### config.mk
export PLATFORM = sky130hd
export DESIGN_NAME = arc4_sched
export DESIGN_NICKNAME = d
export VERILOG_FILES = /design/src/rtl/arc4_sched.sv
export SDC_FILE = /design/constraint.sdc
export NUM_CORES = 1
export LEC_CHECK = 0
export BUFFER_PORTS_ARGS = -buffer_cell sky130_fd_sc_hd__buf_2
export CELL_PAD_IN_SITES_DETAIL_PLACEMENT = 1
export CELL_PAD_IN_SITES_GLOBAL_PLACEMENT = 1
export CORE_MARGIN = 5
export CORE_UTILIZATION = 30
export DETAILED_ROUTE_END_ITERATION = 6
export PLACE_DENSITY = 0.93
export SLEW_MARGIN = 10
export SYNTH_ARGS = -nofsm -noshare
export SYNTH_HDL_FRONTEND = slang
export SYNTH_SLANG_ARGS = --single-unit
### constraint.sdc
create_clock -name clk -period 3.8 [get_ports clk]
set_clock_uncertainty 0.15 [all_clocks]
set_input_delay 0.38 -clock clk [delete_from_list [all_inputs] [get_ports clk]]
set_output_delay 0.38 -clock clk [all_outputs]
set_load 0.02 [all_outputs]
### src/rtl/arc4_sched.sv
// Sequencer for one ARC4 decryption pass: runs init, ksa and prga in turn
// and hands the single S-memory write port to whichever engine is active.
module arc4_sched (
   input  logic        clk,
   input  logic        rst_n,
   input  logic        en,
   output logic        rdy,
   input  logic [23:0] key,
   output logic [1:0]  phase,
   output logic        init_en,
   output logic        ksa_en,
   output logic        prga_en,
   input  logic        init_rdy,
   input  logic        ksa_rdy,
   input  logic        prga_rdy,
   output logic [23:0] ksa_key,
   output logic [23:0] prga_key,
   input  logic [7:0]  init_addr,
   input  logic [7:0]  ksa_addr,
   input  logic [7:0]  prga_addr,
   input  logic [7:0]  init_wrdata,
   input  logic [7:0]  ksa_wrdata,
   input  logic [7:0]  prga_wrdata,
   input  logic        init_wren,
   input  logic        ksa_wren,
   input  logic        prga_wren,
   output logic [7:0]  s_addr,
   output logic [7:0]  s_wrdata,
   output logic        s_wren
);

   typedef enum logic [2:0] {
      IDLE, INIT_GO, INIT_RUN, KSA_GO, KSA_RUN, PRGA_GO, PRGA_RUN, DONE
   } state_t;

   state_t      state_q, state_d;
   logic [23:0] key_q, key_d;
   logic        seen_busy_q, seen_busy_d;

   always_ff @(posedge clk or negedge rst_n) begin
      if (!rst_n) begin
         state_q     <= IDLE;
         key_q       <= '0;
         seen_busy_q <= 1'b0;
      end else begin
         state_q     <= state_d;
         key_q       <= key_d;
         seen_busy_q <= seen_busy_d;
      end
   end

   // An engine counts as finished only after it has been seen busy since its
   // start pulse, so a ready flag left high from before the pulse is ignored.
   always_comb begin
      state_d     = state_q;
      key_d       = key_q;
      seen_busy_d = seen_busy_q;
      rdy         = 1'b0;
      phase       = 2'd3;
      init_en     = 1'b0;
      ksa_en      = 1'b0;
      prga_en     = 1'b0;
      case (state_q)
         IDLE: begin
            rdy = 1'b1;
            if (en) begin
               key_d   = key;
               state_d = INIT_GO;
            end
         end
         INIT_GO: begin
            phase   = 2'd0;
            init_en = init_rdy;
            if (init_rdy) begin
               seen_busy_d = 1'b0;
               state_d     = INIT_RUN;
            end
         end
         INIT_RUN: begin
            phase = 2'd0;
            if (!init_rdy) seen_busy_d = 1'b1;
            else if (seen_busy_q) state_d = KSA_GO;
         end
         KSA_GO: begin
            phase  = 2'd1;
            ksa_en = ksa_rdy;
            if (ksa_rdy) begin
               seen_busy_d = 1'b0;
               state_d     = KSA_RUN;
            end
         end
         KSA_RUN: begin
            phase = 2'd1;
            if (!ksa_rdy) seen_busy_d = 1'b1;
            else if (seen_busy_q) state_d = PRGA_GO;
         end
         PRGA_GO: begin
            phase   = 2'd2;
            prga_en = prga_rdy;
            if (prga_rdy) begin
               seen_busy_d = 1'b0;
               state_d     = PRGA_RUN;
            end
         end
         PRGA_RUN: begin
            phase = 2'd2;
            if (!prga_rdy) seen_busy_d = 1'b1;
            else if (seen_busy_q) state_d = DONE;
         end
         DONE:    state_d = IDLE;
         default: state_d = IDLE;
      endcase
   end

   always_comb begin
      s_addr   = 8'd0;
      s_wrdata = 8'd0;
      s_wren   = 1'b0;
      case (phase)
         2'd0: begin
            s_addr   = init_addr;
            s_wrdata = init_wrdata;
            s_wren   = init_wren;
         end
         2'd1: begin
            s_addr   = ksa_addr;
            s_wrdata = ksa_wrdata;
            s_wren   = ksa_wren;
         end
         2'd2: begin
            s_addr   = prga_addr;
            s_wrdata = prga_wrdata;
            s_wren   = prga_wren;
         end
         default: begin
            s_addr   = 8'd0;
            s_wrdata = 8'd0;
            s_wren   = 1'b0;
         end
      endcase
   end

   assign ksa_key  = key_q;
   assign prga_key = key_q;

endmodule

==> results of run 1 <==
-- layout make-up --
cell class,count,share of cell area [%]
clock buffer,3,1.64
inverter,1,0.149
multi-input combinational,91,35.6
sequential,28,27.8
tap,77,3.82
timing repair buffer,154,31.0
-- placed cells by master, fill, tap and decap left out, drive strengths merged, types with 2 or more instances in the layout --
cell type / count
mux2i: 20
buf: 153
o2bb2ai: 17
nand2: 3
mux2: 26
nor3: 2
clkbuf: 3
nor2: 4
dfrtp: 28
a21o: 2
o21ai: 6
-- worst paths after layout --
path / endpoint / depth (start not counted) / from / slack, ns
hold reg to reg: ksa_key[12] / 1 / ksa_key[12] / 0.38
setup / recovery: s_wrdata[6] / 4 / state_q[1] / 1.09
setup reg to reg: ksa_key[16] / 4 / state_q[1] / 1.79
min in group asynchronous: ksa_key[2] / 2 / rst_n / 0.51
hold / removal: ksa_key[22] / 2 / key[22] / 0.19
max in group asynchronous: ksa_key[14] / 2 / rst_n / 2.58
-- synthesized netlist by cell type (2+ instances only) --
master / instances / share of area [%]
buf_4: 28 / 11
dfrtp_1: 28 / 37
mux2_4: 20 / 16
mux2i_1: 20 / 11
o2bb2ai_1: 17 / 7.9
mux2_2: 6 / 3.6
o21ai_0: 5 / 1.3
nor2_1: 4 / 0.79
buf_2: 3 / 0.79
nand2_1: 3 / 0.60
a21o_1: 2 / 0.79
buf_12: 2 / 2.1
buf_6: 2 / 1.2
-- report_power, final --
| group | internal [mW] | switching (mW) |
|---|---|---|
| sequential | 0.451 | 0.157 |
| clock | 0.0710 | 0.0838 |
| combinational | 0.714 | 1.05 |
-- cell families (layout without fill, tap and decap cells) --
logic type             Yosys count  in the layout  synth area share (%)
AO/OA/AOI/OAI                   30             30                  12.4
flip-flops                      28             28                  37.1
AND/OR/NAND/NOR                 13             13                  3.77
multiplexers                    46             46                  30.0
buffers and inverters           36            158                  15.4
XOR/XNOR                         2              2                  1.32
-- flip-flops by register name, summed over array words and instances, names as in the netlist --
register,flops
seen_busy_q,1
state_q,3
ksa_key,24
-- metal layers --
metal / vias to the layer above / routed length [µm]
li1: 783 / -
met1: 750 / 1870
met2: 121 / 2710
met3: 8 / 842
met4: 0 / 130
met5: - / 0
-- through the flow --
stage	hold WS (ns)	power [mW]
2_1_floorplan	-0.0656	2.05
3_3_place_gp	0.271	2.36
3_5_place_dp	0.281	2.40
4_1_cts	0.181	2.57
5_1_grt	0.178	2.70
6_report	0.188	2.53
==> impl_metrics.tcl, run 1 <==
set metrics [dict create \
    path_cells "nand2_1 -> o21ai_2 -> o2bb2ai_1 -> buf_2" \
    grt_use_met1_pct 12.2 \
    required_ns 3.27 \
    num-nets-final 360 \
    met3_usage_pct 5.25 \
    cts_buffers 3 \
    hold_viol_final 0 \
    grtUsageMet2_pct 24.4 \
    grt_setup_unrepaired "no" \
    critPathBufInv 1 \
    synth-edff-count 0 \
    fin_util_pct 40.4 \
    grt_pass1_wl_mm 8.00 \
    postPlaceCellArea_mm2 0.00247 \
    design_area_mm2 0.00252 \
    layout-drive-gt1-share_pct 66.8 \
    fin_crit_ns 2.71 \
    antenna_found_initial 0 \
    grt_max_degree 29 \
    tns_ns 0 \
    die_h_um 89.4 \
    worst_slack_ns 1.09 \
    leakagePower_nw 1.34 \
    postCtsSetupBuffers 0 \
    fin_cells 354 \
    syn_nets 236 \
    synthFlopType "dfrtp_1" \
    post-route-period-util_pct 71.2 \
    crit_path_start_kind "flip-flop" \
    place_ws_ns 1.39 \
    p_per_area_mw_per_mm2 1000 \
    syn2layout_area_growth_pct 33.4 \
    dp_hpwl_mm 4.81 \
    worst-path-max-fanout 17 \
    root_buffer "clkbuf_8" \
    dr_total_vias 1662 \
    clock_path_buffers 2 \
    wire_per_inst_um 15.7 \
    top_usage_layer "met2" \
    end_kind "primary output" \
    finalMaxSlewViolations 0 \
    dr.pass1.iters 2 \
    drt_first_iter_violations 8 \
    io_pins 152 \
    coreArea_mm2 0.00624 \
    critPathKind "reg -> out" \
    grtUsageTotal_pct 12.9 \
    finalSetupViolCount 0 \
    seq_area_um2 701 \
    routed_via_density 4.69 \
    peakVddDrop_mv 0.608 \
    place.gp.congestion 0.867 \
    h-tree-depth 1 \
    rows 29 \
    syn_avg_cell_area_um2 12.2 \
    syn-cell-area_mm2 0.00189 \
    initial_utilization_pct 30.3 \
    grt_pass1_vias 1728 \
    async_flop_share_pct 100 \
    ys_ff_latch 28 \
    crit_arrival_ns 2.18 \
    drtAntennaViolNets 0 \
    synth_cells 155 \
    drc 0 \
    crit_family "compound AO/OA/AOI/OAI gates" \
    cts_tree "done" \
    postCtsHoldBufs 1 \
    hp-class "in -> reg" \
    slowest_delay_ns 0.70 \
    portBuffers 151 \
    cap_violations 0 \
    synth_cell_types 28 \
    critPathSlowestCell "dfrtp_1" \
    fmax_ghz 0.370 \
    tightest_slew_ns 0.799 \
    cts-resized-gates 0 \
    relSlewSlack_pct 46.5 \
    chipWidth_um 89.4 \
    cts.sinks 28 \
    fillers 749 \
    die_area_mm2 0.00799 \
    dpl.cell_count 350 \
    ys_warn_count 0 \
    path_clk_slew_ns 0.09 \
    yosysSeqAreaShare_pct 37.1 \
    clock_latency_ns 0.27 \
    antenna_cells 0 \
    totalWireLength_mm 5.56 \
    overflow 0 \
    status "finished, final reports clean" \
    multi_input_area_um2 898 \
]
No activity file was read; power rests on OpenSTA's default activity.
==> run 2: changes to the inputs <==
Settings changed: CORE_UTILIZATION 30 to 25, PLACE_DENSITY 0.93 to 0.83.
Clock period 3.8 ns to 2.23 ns, I/O delays scaled along.
==> run 2 against run 1 <==
Net effect:
- design area up 4.9%
- largest power group unchanged
- critical path type unchanged
- non-clock buffer count rose by 4
- first-iteration DRC count is 50% higher
- register-to-register slack got worse by 1.4 ns
==> impl_metrics.tcl, run 2 (synthesis gave the netlist of run 1 again) <==
set metrics [dict create \
    drtAntennaViolNets 0 \
    tightest_slew_ns 0.635 \
    hp-class "in -> reg" \
    post-route-period-util_pct 93.9 \
    crit_arrival_ns 1.72 \
    required_ns 1.86 \
    antenna_found_initial 0 \
    worst_slack_ns 0.136 \
    worst-path-max-fanout 21 \
    cts.sinks 28 \
    grt_max_degree 29 \
    seq_area_um2 702 \
    cts_buffers 3 \
    finalMaxSlewViolations 0 \
    coreArea_mm2 0.00729 \
    num-nets-final 364 \
    clock_path_buffers 2 \
    finalSetupViolCount 0 \
    rows 31 \
    drt_first_iter_violations 12 \
    antenna_cells 0 \
    totalWireLength_mm 5.60 \
    h-tree-depth 1 \
    dr_total_vias 1690 \
    io_pins 152 \
    grt_pass1_vias 1868 \
    fillers 847 \
    place_ws_ns 0.209 \
    die_h_um 97.0 \
    portBuffers 151 \
    place.gp.congestion 0.817 \
    dp_hpwl_mm 4.72 \
    tns_ns 0 \
    grt_setup_unrepaired "no" \
    critPathKind "reg -> out" \
    path_clk_slew_ns 0.09 \
    syn2layout_area_growth_pct 39.9 \
    fmax_ghz 0.478 \
    p_per_area_mw_per_mm2 1720 \
    leakagePower_nw 1.38 \
    final_common_cell "buf_2" \
    multi_input_area_um2 917 \
    fin_cells 381 \
    initial_utilization_pct 25.9 \
    grtUsageTotal_pct 11.4 \
    peakVddDrop_mv 0.593 \
    crit_path_start_kind "flip-flop" \
    die_area_mm2 0.00940 \
    layout_common_cells "151 x buf_2, 27 x dfrtp_1, 20 x mux2i_1, 20 x mux2_4, 17 x o2bb2ai_1" \
    end_kind "primary output" \
    dr.pass1.iters 2 \
    chipWidth_um 97.0 \
    cap_violations 0 \
    fin_crit_ns 2.09 \
    layout-drive-gt1-share_pct 67.7 \
    wire_per_inst_um 14.7 \
    dpl.cell_count 375 \
    overflow 0 \
    grt_pass1_wl_mm 8.98 \
    cts_tree "done" \
    routed_via_density 4.44 \
    relSlewSlack_pct 57.7 \
    largest_register_ffs 24 \
    root_buffer "clkbuf_8" \
    status "finished, final reports clean" \
    clock_latency_ns 0.27 \
    hold_viol_final 0 \
    drc 0 \
]
run 2: metal layers:
metal / part of all wire (%) / global-route usage [%] / routed length [µm]
met2: 45 / 20.0 / 2510
met1: 41 / 12.8 / 2270
met4: 1.1 / 3.02 / 59
met5: 0 / 0 / 0
met3: 14 / 4.68 / 762
run 2: what timing repair did:
item / 4_1_cts / 5_1_grt
setup buffers: 0 / 1
gates cloned: 0 / 0
resized for setup: 2 / 3
endpoints found under the hold margin: 28 / 0
pin swaps: 0 / 1
hold buffers: 1 / 0
endpoints found under the setup margin: 17 / 18
run 2: path summary, 6_finish.rpt:
| check | slack (ns) | to | start | depth (start not counted) |
|---|---|---|---|---|
| setup / recovery | 0.14 | s_addr[6] | state_q[2] | 6 |
| hold / removal | 0.03 | ksa_key[21] | key[21] | 2 |
| setup reg to reg | 0.38 | ksa_key[19] | state_q[0] | 5 |
| hold reg to reg | 0.38 | ksa_key[22] | ksa_key[22] | 1 |
| max in group asynchronous | 1.13 | state_q[1] | rst_n | 2 |
| min in group asynchronous | 0.36 | ksa_key[1] | rst_n | 2 |
run 2: critical path, cell delays in order (launching register included):
cell and delay (ns):
dfrtp_1 0.50, buf_8 0.25, nand2_1 0.13, o21ai_4 0.09, buf_12 0.16, o2bb2ai_1 0.13, buf_2 0.19
run 2: area by class of cell:
class / instances / area share, %
inverters: 1 / 0.142
flip-flops and latches: 28 / 26.5
clock buffers: 4 / 2.08
well taps: 99 / 4.68
multi-input cells: 91 / 34.7
repair buffers: 158 / 31.9
run 2: where the power goes:
part	leakage [nW]	switching, mW	internal (mW)	total [mW]
registers	0.332	0.245	0.772	1.02
clock network	0.0288	0.147	0.158	0.305
logic	1.02	1.90	1.34	3.23
total	1.38	2.29	2.27	4.56
run 2: per-stage QoR:
stage               instance area, µm²  hold slack (ns)  power [mW]  utilization (%)
floorplan                         1890           -0.223        3.50                -
global placement                  2530            0.123        4.10             34.7
detailed placement                2530            0.130        4.19             34.7
finish                            2650           0.0327        4.56             36.3
global route                      2650           0.0222        4.84             36.3
CTS                               2610           0.0180        4.54             35.8
